`config.mk`:
```
export PLATFORM = sky130hd
export DESIGN_NAME = fifo_uart_tx
export DESIGN_NICKNAME = d
export VERILOG_FILES = /design/src/rtl/fifo_uart_tx.sv
export SDC_FILE = /design/constraint.sdc
export NUM_CORES = 1
export LEC_CHECK = 0
export ABC_AREA = 1
export CAP_MARGIN = 20
export CORE_ASPECT_RATIO = 1.5
export CORE_MARGIN = 2
export CORE_UTILIZATION = 58
export DETAILED_ROUTE_END_ITERATION = 7
export GPL_TIMING_DRIVEN = 0
export PLACE_DENSITY_LB_ADDON = 0.1
export SLEW_MARGIN = 20
export SYNTH_ARGS = -nofsm -noshare
export SYNTH_HDL_FRONTEND = slang
export SYNTH_SLANG_ARGS = --single-unit
```
`constraint.sdc`:
```
create_clock -name clk -period 2.37 [get_ports clk]
set_input_delay 0.5925 -clock clk [delete_from_list [all_inputs] [get_ports clk]]
set_output_delay 0.5925 -clock clk [all_outputs]
set_load 0.01 [all_outputs]
```
`src/rtl/fifo_uart_tx.sv`:
```
// Pops bytes from the read side of a byte FIFO and serialises each as a UART frame.
// Optional even parity bit is enabled by defining FIFO_UART_TX_PARITY_EN.
//
// state  | meaning
// IDLE   | line high, waiting for a non-empty FIFO
// REQ    | one-cycle fifo_ren pulse
// WAIT   | fifo_dout becomes valid, captured at end of cycle
// START  | start bit (low)
// DATA   | 8 data bits, LSB first
// PARITY | even parity bit (parity build only)
// STOP   | STOP_BITS stop bits (high), tx_done on the final cycle
module fifo_uart_tx #(
  parameter int CLKS_PER_BIT = 16,
  parameter int STOP_BITS    = 1
) (
  input  logic       clk,
  input  logic       rst_,
  input  logic       fifo_empty,
  input  logic [7:0] fifo_dout,
  output logic       fifo_ren,
  output logic       tx,
  output logic       busy,
  output logic       tx_done
);

  localparam int BW = (CLKS_PER_BIT > 1) ? $clog2(CLKS_PER_BIT) : 1;
  localparam logic [BW-1:0] BAUD_MAX = BW'(CLKS_PER_BIT - 1);
  localparam logic STOP_LAST = 1'(STOP_BITS - 1);

  typedef enum logic [2:0] {
    S_IDLE  = 3'd0,
    S_REQ   = 3'd1,
    S_WAIT  = 3'd2,
    S_START = 3'd3,
    S_DATA  = 3'd4,
`ifdef FIFO_UART_TX_PARITY_EN
    S_PARITY = 3'd5,
`endif
    S_STOP  = 3'd6
  } state_t;

  state_t        state, state_n;
  logic [BW-1:0] baud, baud_n;
  logic [2:0]    bit_idx, bit_n;
  logic          stop_idx, stop_n;
  logic [7:0]    data, data_n;
  logic          tx_n, ren_n, busy_n, done_n;
  logic          baud_end;

  assign baud_end = (baud == BAUD_MAX);

  always_ff @(posedge clk or negedge rst_) begin
    if (!rst_) begin
      state    <= S_IDLE;
      baud     <= '0;
      bit_idx  <= '0;
      stop_idx <= 1'b0;
      data     <= '0;
      tx       <= 1'b1;
      fifo_ren <= 1'b0;
      busy     <= 1'b0;
      tx_done  <= 1'b0;
    end else begin
      state    <= state_n;
      baud     <= baud_n;
      bit_idx  <= bit_n;
      stop_idx <= stop_n;
      data     <= data_n;
      tx       <= tx_n;
      fifo_ren <= ren_n;
      busy     <= busy_n;
      tx_done  <= done_n;
    end
  end

  // Outputs are registered from the next-state values so they align with the state they describe.
  always_comb begin
    state_n = state;
    baud_n  = baud;
    bit_n   = bit_idx;
    stop_n  = stop_idx;
    data_n  = data;
    case (state)
      S_IDLE: if (!fifo_empty) state_n = S_REQ;
      S_REQ:  state_n = S_WAIT;
      S_WAIT: begin
        data_n  = fifo_dout;
        baud_n  = '0;
        bit_n   = '0;
        stop_n  = 1'b0;
        state_n = S_START;
      end
      S_START: begin
        baud_n = baud_end ? '0 : baud + BW'(1);
        if (baud_end) state_n = S_DATA;
      end
      S_DATA: begin
        baud_n = baud_end ? '0 : baud + BW'(1);
        if (baud_end) begin
          if (bit_idx == 3'd7) begin
            bit_n = '0;
`ifdef FIFO_UART_TX_PARITY_EN
            state_n = S_PARITY;
`else
            state_n = S_STOP;
`endif
          end else begin
            bit_n = bit_idx + 3'd1;
          end
        end
      end
`ifdef FIFO_UART_TX_PARITY_EN
      S_PARITY: begin
        baud_n = baud_end ? '0 : baud + BW'(1);
        if (baud_end) state_n = S_STOP;
      end
`endif
      S_STOP: begin
        baud_n = baud_end ? '0 : baud + BW'(1);
        if (baud_end) begin
          if (stop_idx == STOP_LAST) begin
            stop_n  = 1'b0;
            state_n = S_IDLE;
          end else begin
            stop_n = stop_idx + 1'b1;
          end
        end
      end
      default: begin
        state_n = S_IDLE;
        baud_n  = '0;
        bit_n   = '0;
        stop_n  = 1'b0;
      end
    endcase

    tx_n = 1'b1;
    case (state_n)
      S_START:  tx_n = 1'b0;
      S_DATA:   tx_n = data_n[bit_n];
`ifdef FIFO_UART_TX_PARITY_EN
      S_PARITY: tx_n = ^data_n;
`endif
      default:  tx_n = 1'b1;
    endcase
    ren_n  = (state_n == S_REQ);
    busy_n = (state_n != S_IDLE);
    done_n = (state_n == S_STOP) && (baud_n == BAUD_MAX) && (stop_n == STOP_LAST);
  end

endmodule

```
# Word-level counts from Yosys, hierarchy flattened

Cells that the tools add are included.

RAM bits: 0
Memories kept: 0
Register bits after elaboration: 23
Output and inout bits: 4
Memory bits (read-only): 0
Latch bits: 0

Add/sub/neg operators: 3
Reductions and logical operators: 8
$mul: 0
Divide/modulo/power cells: 0
Equal/unequal tests: 12
Multiplexer cells: 19
Magnitude comparators: 1
Shifts and indexed selects: 0
Bitwise operators: 1

Operator list:

| cell                | number |
|---|---|
| $mux 3              | 8 |
| $pmux 3 s6          | 1 |
| $eq 3x3->1 const B  | 5 |
| $eq 3x2->1 const B  | 3 |
| $eq 4x4->1 const B  | 2 |
| $mux 8              | 1 |
| $pmux 4 s2          | 1 |
| $reduce_or 4->1     | 2 |
| $eq 3x1->1 const B  | 2 |
| $pmux 3 s2          | 1 |
| $add 4x1->4 const B | 1 |
| $lt 3x4->1 const B  | 1 |
| $mux 4              | 1 |
| $pmux 1 s2          | 2 |
| $add 3x1->3 const B | 1 |
| $bmux 1 s3          | 1 |
| $logic_not 3->1     | 1 |
| $mux 1              | 3 |
| $reduce_bool 3->1   | 1 |
| $reduce_or 3->1     | 1 |
| $logic_and 1x1->1   | 2 |
| $reduce_or 2->1     | 1 |
| $add 1x1->1 const B | 1 |
| $not 1->1           | 1 |

# Logic depth before layout (Yosys ltp)

Depth in word-level cells: 7
Depth in mapped cells: 14

# Worst setup path before layout

No wires, ideal clock.

Path kind: register -> register
From: reg bit_idx[0]
To: reg tx
Path slack: 842 ps
Cell stages (with the launch flop): 15
Required time: 2294 ps
Data arrival time: 1453 ps
Buffers on the path: 0
Cell sequence: dfrtp_1 ha_1 ha_1 inv_1 nand2_1 nand2_1 nand3_2 nand2_2 nand2_1 nand3_1 nand2_1 nand2_1 nand2_1 nand2_1 nand2_1

Cells in the longest elaborated chain, start to end: 7
Elaborated cells on any way between the ends: 13

RTL lines:

| element                                          | line     | RTL |
|---|---|---|
| from (decl)                                      | 44       | `logic [2:0] bit_idx, bit_n;` |
| from (signal assigned)                           | 66       | `bit_idx <= bit_n;` |
| $add 3x1->3 / $eq 3x3->1 (equally long branches) | 108, 100 |  |
| $mux 3                                           | 100      | `if (bit_idx == 3'd7) begin` |
| $mux 3                                           | 99       | `if (baud_end) begin` |
| $pmux 3 s2 *                                     | 83       | `case (state)` |
| net bit_n[0]                                     | 44       |  |
| $bmux 1 s3 *                                     | 140      | `S_DATA: tx_n = data_n[bit_n];` |
| $mux 1 (not written as such) *                   | 140      |  |
| $pmux 1 s2 *                                     | 138      | `case (state_n)` |
| net tx_n                                         | 47       | `logic tx_n, ren_n, busy_n, done_n;` |
| to (signal assigned)                             | 69       | `tx <= tx_n;` |
| to (decl)                                        | 21       | `output logic tx,` |

The timed path passes the listed nets; every way through them passes the cells marked *. The select of a mux whose other input is x is not followed.

# Worst setup path after layout

From: reg tx
To: out tx

No word-level cell between the ends.

==> impl_metrics.yaml <==
yosys:
  ys_warn_count: 0
  mappedNetlistArea_um2: 1260
  syn-num-nets: 179
  yosys-top-cells-area: "dfrtp_1 (44%), nand2_1 (15%), inv_1 (9.5%), nand3_1 (5.5%), ha_1 (3.0%)"
  synth.most_common_cell: "nand2_1"
  ys_types: 25
  synthArstFlopShare: 1.00
  synth-main-ff-cell: "dfrtp_1"
  syn_inst: 165
  ys_seq_area_frac: 0.456
  synth_edf_count: 0
  synth_top_cell_area_share: 0.436
  synth.avg_cell_area_um2: 7.66
  yosys-top-cells-count: "nand2_1 (52), inv_1 (32), dfrtp_1 (22)"
  ys_seq_elements: 23
  synth_top_cell_by_area: "dfrtp_1"
timing:
  skew_ps: 2.08
  worst_pin_slew_ps: 496
  layout_min_cycle_time_ps: 1980
  report.final.slew_viol_count: 0
  setup_viol: 0
  fin_setup_tns_ps: 0
  whs_ps: 215
  rsz0062_at_grt: "false"
  finalCritPeriodShare: 0.834
  clock.fmax_mhz: 506
  worst_slack_ps: 393
  slew_headroom: 0.669
  hold_viol_final: 0
pwr:
  power_leakage_nw: 0.781
  pwr-share-clk: 0.136
  intPower_mw: 0.808
  sw_frac_of_total: 0.412
  power_mw: 1.37
  pwr-share-comb: 0.429
  power.net_switching_mw: 0.565
  ir_drop_mv: 0.508
  power_density_nw_per_um2: 944
  power_frac_seq: 0.435
clocking:
  cts-buffers-inserted: 3
  cts.sinks: 23
  ctsResizeCount: 0
  post_cts_buffers: 0
  clock_path_buffers: 2
  ctsHoldBuffers: 0
  clock_tree.root_cell: "clkbuf_4"
  clkTransAtPathRegs_ps: 130
  htreeDepth: 1
  tritoncts: "yes"
  insertion_delay_ps: 320
floorplanning:
  fp-row-count: 20
  num_io_pins: 15
  dieWidth_um: 42.1
  die_h_um: 61.2
  core_area_um2: 2050
  die_area_um2: 2580
  initial_core_util: 0.616
hold_path:
  min_path_type: "input pin to async pin"
setup_path:
  crit_type: "flip-flop to primary output"
  worst_setup_path_end_kind: "primary output"
  cp_num_buf_inv: 1
  worstPathCellList: "clkdlybuf4s50_1"
  cp_slowest_cell: "dfstp_2"
  critPathTopFamily: "flip-flops"
  crit_fanout: 1
  worstPathRequired_ps: 1780
  arrival_ps: 1380
  start_kind: "flip-flop"
  cp_slowest_stage_delay_ps: 540
routing:
  drc_errors: 0
  vias: 1053
  drt_iter0_drc: 29
  ant_nets: 0
  wire_per_inst_um: 11.5
  drt-total-wl_um: 2360
  drt_first_pass_iters: 4
  viasPerCell: 5.14
grt:
  grt_start_max_net_pins: 24
  grt_pass1_wl_um: 4200
  antenna_found_initial: 0
  overflow: 0
  grt_use_total: 0.215
  grt_pass1_vias: 1043
placement:
  place.gp.congestion: 0.790
  placed_area_um2: 1430
  dp_cells: 201
  port_buffers: 14
  place_ws_ps: 516
  dp_hpwl_um: 1880
final_layout:
  n_fill_cell: 170
  syn_to_final_growth_pct: 15.0
  fin_util: 0.709
  fin_area_um2: 1450
  drive_above_1_share: 0.126
  final_cell_count_no_fill: 205
  diodes: 0
  nNetsFinal: 198
run_status:
  status: "completed"
run:
  maxCapViolCount: 0
-- sequential cells by signal (all words and copies together) (netlist names) --
signal / cells
tx: 1
tx_done: 1
baud: 4
bit_idx: 3
fifo_ren: 1
data: 8
state: 3
busy: 1
stop_idx: 1
-- metal layers --
metal	share of wire	vias up	GRT usage
li1	-	546	-
met1	0.39	484	0.216
met2	0.56	18	0.440
met3	0.028	5	0.0205
met4	0.019	0	0.107
met5	0	-	0
-- area by class of cell --
class	count	area [µm²]	area share
sequential	23	577	0.397
multi-input combinational	106	544	0.374
timing repair buffer	14	135	0.0929
inverter	35	131	0.0904
tap	22	27.5	0.0189
clock buffer	3	22.5	0.0155
buffer	1	11.3	0.00775
clock inverter	1	5.00	0.00344
-- power groups by stage --
stage          registers, mW  logic [mW]  clock network, mW
6_report               0.597       0.588              0.187
4_1_cts                0.599       0.597              0.190
5_1_grt                0.614       0.689              0.198
3_3_place_gp           0.604       0.573                  0
3_5_place_dp           0.608       0.592                  0
2_1_floorplan          0.594       0.455                  0
-- cell families (layout without fill, tap and decap cells) --
logic type / Yosys count / in the layout / share of synthesized area
AOI/OAI and AO/OA: 14 / 14 / 0.0673
DFF: 23 / 23 / 0.456
xor gates and xnor gates: 1 / 1 / 0.00693
buffers and inverters: 36 / 54 / 0.113
and+or+nand+nor: 88 / 88 / 0.327
adders and majority gates: 3 / 3 / 0.0297
-- cell usage in the layout, fill, tap and decap left out, types with 4 or more instances in the layout --
| cell type | count |
|---|---|
| inv_1 | 32 |
| clkdlybuf4s50_1 | 13 |
| o21ai_1 | 4 |
| nand3_1 | 14 |
| nand2_1 | 52 |
| dfrtp_1 | 22 |
| nor2_1 | 8 |
-- worst paths after layout --
kind | depth (start not counted) | start | endpoint | slack [ps]
worst max-delay path | 1 | tx$_DFF_PN1_ | tx | 390
worst min-delay path | 1 | rst_ | baud[1]$_DFF_PN0_ | 220
worst max register to register | 13 | baud[0]$_DFF_PN0_ | tx$_DFF_PN1_ | 600
worst min register to register | 1 | baud[0]$_DFF_PN0_ | baud[0]$_DFF_PN0_ | 540
max in group asynchronous | 1 | rst_ | tx$_DFF_PN1_ | 1800
min in group clk | 1 | baud[0]$_DFF_PN0_ | baud[0]$_DFF_PN0_ | 540
Note: power is estimated with default switching activity, not from simulation.
==> RTL edit 1, RTL diff (same flow settings) <==
The 6 states of `state_t` get a Gray code encoding in 3 bits.
--- a/src/rtl/fifo_uart_tx.sv
+++ b/src/rtl/fifo_uart_tx.sv
@@ -28,15 +28,15 @@
   localparam logic STOP_LAST = 1'(STOP_BITS - 1);
 
   typedef enum logic [2:0] {
-    S_IDLE  = 3'd0,
-    S_REQ   = 3'd1,
-    S_WAIT  = 3'd2,
-    S_START = 3'd3,
-    S_DATA  = 3'd4,
+    S_IDLE  = 3'b000,
+    S_REQ   = 3'b001,
+    S_WAIT  = 3'b011,
+    S_START = 3'b010,
+    S_DATA  = 3'b110,
 `ifdef FIFO_UART_TX_PARITY_EN
     S_PARITY = 3'd5,
 `endif
-    S_STOP  = 3'd6
+    S_STOP  = 3'b111
   } state_t;
 
   state_t        state, state_n;
Function: no difference found for any inputs over 10 cycles, from zero or initial values and one cycle with rst_ low; not proved beyond that.
==> RTL edit 1 against the original RTL <==
Final area fell by 4.5%; area after synthesis decreased by 5.1%; largest cell class unchanged; first-iteration DRC count decreased by 41%; routed wire length fell by 4.2%; setup slack improved by 0.0099 ns; global-route usage is 1.0 points higher; sequential cell count stayed put; critical path depth unchanged.
Power is not compared: it rests on default switching activity, and its combinational part moved more than twofold at a synthesized area within 25%.
==> RTL edit 1: results <==
[clock_tree]
clkLatencyLatePin_ns = 0.32
post_cts.resized_instances = 0
postCtsSetupBuffers = 0
clk_pin_slew_worst_paths_ns = 0.13
root_buffer = sky130_fd_sc_hd__clkbuf_4
htree_levels = 1
clock_tree_buffer_depth = 2
numCtsBuffers = 3

[route]
first_iter_violations = 17
wl_um = 2263
detail_route.wl_per_cell_um = 11.85
drt_first_pass_iters = 4
total_vias_in_the_final_route = 1006

[worst_setup_path]
worst-path-max-fanout = 1
critPathMaxStageDelay_ns = 0.53
worst_setup_path_startpoint = tx
critical_path_arrival_ns = 1.37
worstReg2RegStart = baud[0]
cp_top_family = flip-flops
crit_slowest_cell = sky130_fd_sc_hd__dfstp_2

[synthesis]
post_synth_most_frequent_cells = sky130_fd_sc_hd__nand2_1, sky130_fd_sc_hd__inv_1, sky130_fd_sc_hd__dfrtp_1
synthesis.yosys.warnings = 0
gate_count_post_synth = 151
number_of_distinct_library_cells_after_synthesis = 26
postSynthNetCount = 165
synthArstFlopShare_pct = 100.0
synth.yosys.seq_area_share_pct = 48.12
synth.area.top_cells = sky130_fd_sc_hd__dfrtp_1, sky130_fd_sc_hd__nand2_1, sky130_fd_sc_hd__inv_1

[timing]
slew-limit-headroom_pct = 65.48
fin_worst_skew_ns = 0.008035
setup-tns-final_ns = 0

[layout]
design.final.nets = 184
final_layout_size_suffix_gt1_share_pct = 9.467
diodes = 0
biggestRegsByFlops = data x8, baud x4

[global_routing]
grt.met3_usage_pct = 2.974
groute.layer.met1.usage_pct = 20.49
grt_max_degree = 24
grt_pass1_vias = 998
grt_usage_pct = 22.54
global_route_wire_length_before_repair_um = 3698
initial_antenna_violation_count = 0
grt.met2_usage_pct = 41.74

[placement]
place_inst = 187
buffer_ports.inserted = 14
place_hpwl_um = 1787
globalplace.congestion = 0.7595
dpl_worst_slack_ns = 0.5106

[pwr]
leakagePower_nw = 0.7284
power.ir.vdd_worst_mv = 0.4163
swShare_pct = 22.84

[min_path]
hp-class = in2async

[run_status]
outcome = complete, no violations
==> RTL edit 1: cell types whose count changed after synthesis, moves of 2 or more <==
cell	change
sky130_fd_sc_hd__nand2_1	-16
sky130_fd_sc_hd__o21ai_0	+4
sky130_fd_sc_hd__nand3_1	+3
sky130_fd_sc_hd__inv_1	+2
sky130_fd_sc_hd__inv_2	-2
sky130_fd_sc_hd__nand2_2	-2
sky130_fd_sc_hd__nand4_1	-2
sky130_fd_sc_hd__o21ai_1	-2
sky130_fd_sc_hd__o21ai_2	-2
sky130_fd_sc_hd__o22ai_1	+2
==> RTL edit 1: layout make-up <==
type                            count  area, um2
Tap cell                           22      27.53
Inverter                           35      131.4
Clock inverter                      1      5.005
Fill cell                         175      613.1
Timing Repair Buffer               14      135.1
Buffer                              1      11.26
Sequential cell                    23      576.8
Multi-Input combinational cell     92      479.2
Clock buffer                        3      22.52
==> RTL edit 1: final timing paths <==
path / end / depth (start not counted) / slack, ns
worst max-delay path: tx / 1 / 0.40
worst min-delay path: stop_idx / 1 / 0.22
worst max register to register: tx / 11 / 0.64
worst min register to register: fifo_ren / 1 / 0.53
max in group asynchronous: tx / 1 / 1.78
min in group clk: fifo_ren / 1 / 0.53
==> RTL edit 1: kinds of logic (layout without fill, tap and decap cells) <==
logic type                 Yosys count  after routing  share of synthesized area [%]
AOI/OAI and AO/OA                   18             18                          9.499
DFF                                 23             23                          48.12
xor gates and xnor gates             1              1                         0.7308
and+or+nand+nor                     70             70                          26.62
buffers and inverters               36             54                          11.90
adders and majority gates            3              3                          3.132
==> RTL edit 1: metal layers <==
metal  routed length [um]  up-vias  part of all wire, %
met4                   88        0                  3.9
met1                  834      469                   37
met3                   60        9                  2.7
met2                 1279       23                   57
met5                    0        -                    0
li1                     -      505                    -
==> RTL edit 1: power groups by stage <==
stage / sequential (mW) / combinational (mW) / clock (mW)
finish: 0.402 / 0.0408 / 0.185
global route: 0.403 / 0.0468 / 0.200
CTS: 0.402 / 0.0424 / 0.192
detailed placement: 0.410 / 0.0422 / 0
global placement: 0.410 / 0.0416 / 0
floorplan: 0.410 / 0.0131 / 0
==> RTL edit 1: stage by stage <==
step | instance area (um2) | hold WS [ns]
5_1_grt | 1389 | 0.2627
3_5_place_dp | 1366 | 0.5054
3_3_place_gp | 1366 | 0.5002
2_1_floorplan | 1199 | 0.2969
6_report | 1389 | 0.2188
4_1_cts | 1394 | 0.5287
==> RTL edit 2, RTL diff (same settings) <==
Made on the original files. The option `FIFO_UART_TX_PARITY_EN` is turned on by a define.
--- a/src/rtl/fifo_uart_tx.sv
+++ b/src/rtl/fifo_uart_tx.sv
@@ -9,6 +9,8 @@
 // DATA   | 8 data bits, LSB first
 // PARITY | even parity bit (parity build only)
 // STOP   | STOP_BITS stop bits (high), tx_done on the final cycle
+`define FIFO_UART_TX_PARITY_EN
+
 module fifo_uart_tx #(
   parameter int CLKS_PER_BIT = 16,
   parameter int STOP_BITS    = 1
Formal check against the unedited RTL: no difference found for any inputs over 10 cycles, from zero or initial values and one cycle with rst_ low; that may be too few to reach the edited logic, so the function may still have changed.
==> RTL edit 2 against the original RTL <==
Area after synthesis rose by 23%; non-clock buffer count rose by 3; sequential cell count did not move; largest cell class is now multi-input combinational cells; final area rose by 22%; hold slack improved by 0.083 ns; setup slack improved by 0.075 ns; routed wire length rose by 53%; die area rose by 21%; clock skew barely moved; global-route usage rose by 5.1 points.
Power is not compared: it rests on default switching activity, and its combinational part moved more than twofold at a synthesized area within 25%.
==> RTL edit 2: results <==
[synthesis]
yosysTopAreaCell = sky130_fd_sc_hd__dfrtp_1
synth.area.top_cells = sky130_fd_sc_hd__dfrtp_1, sky130_fd_sc_hd__nand2_1, sky130_fd_sc_hd__nand3_1
number_of_distinct_library_cells_after_synthesis = 26
syn-mean-instance-area_um2 = 7.194
synth.yosys.seq_area_share_pct = 37.12
postSynthNetCount = 230
post_synth_most_frequent_cells = sky130_fd_sc_hd__nand2_1, sky130_fd_sc_hd__nand3_1, sky130_fd_sc_hd__inv_1

[placement]
placement_cell_area_um2 = 1740
place_hpwl_um = 2822
place_inst = 267
globalplace.congestion = 0.8767
dpl_worst_slack_ns = 0.4712

[worst_setup_path]
critPathMaxStageDelay_ns = 0.52
timing.rr.end = tx
ff2ff_path_depth = 12
critical_path_arrival_ns = 1.31
r2r_slack_ns = 0.51

[route]
met2RoutedLength_um = 2031
met1Wirelength_um = 1424
total_vias_in_the_final_route = 1443
first_iter_violations = 45
final_antenna_net_count = 0
post_drt_via_cell_ratio = 5.325
detailroute.wirelength.met3_um = 83

[global_routing]
grt.met2_usage_pct = 51.04
global_route_wire_length_before_repair_um = 6078
grt_usage_pct = 26.60
groute.layer.met1.usage_pct = 28.52
grt.met3_usage_pct = 2.674

[pwr]
leakagePower_nw = 0.9465
total_power_mw = 2.163

[layout]
multi_input_area_share_pct = 45.33
n_all_buffers = 18
clockBufferCount = 4
synthToLayoutAreaGrowth_pct = 14.57
seq_area_share_pct = 32.40
design.final.nets = 249
num-nonclk-inverters = 31
num-multi-input-gates = 158
fillcell_total = 231
final_layout_size_suffix_gt1_share_pct = 14.53
data_buffer_area_share_pct = 10.12
diodes = 0

[clock_tree]
numCtsBuffers = 3
root_buffer = sky130_fd_sc_hd__clkbuf_8

[floorplan]
die_w_um = 46.27

[timing]
fin_worst_skew_ns = 0.002058
final_clock_period_utilization_by_the_worst_path_pct = 80.23

[run_status]
outcome = complete, no violations
[RTL edit 2: worst min-delay path by stage]
stage	startpoint	end	slack, ns	cells after the start
6_report	rst_	data[6]	0.30	1
5_1_grt	rst_	baud[2]	0.34	1
4_1_cts	data[2]	data[2]	0.56	2
3_5_place_dp	data[2]	data[2]	0.54	2
3_3_place_gp	data[2]	data[2]	0.52	2
2_1_floorplan	rst_	baud[0]	0.30	0
[RTL edit 2: cells by family (layout without fill, tap and decap cells)]
family / after synthesis / in the layout / synth area share (%)
adders and majority gates: 3 / 3 / 2.416
AOI/OAI and AO/OA: 21 / 21 / 9.501
DFF: 23 / 23 / 37.12
buffers and inverters: 35 / 53 / 10.95
and+or+nand+nor: 133 / 133 / 39.45
xor gates and xnor gates: 1 / 1 / 0.5637
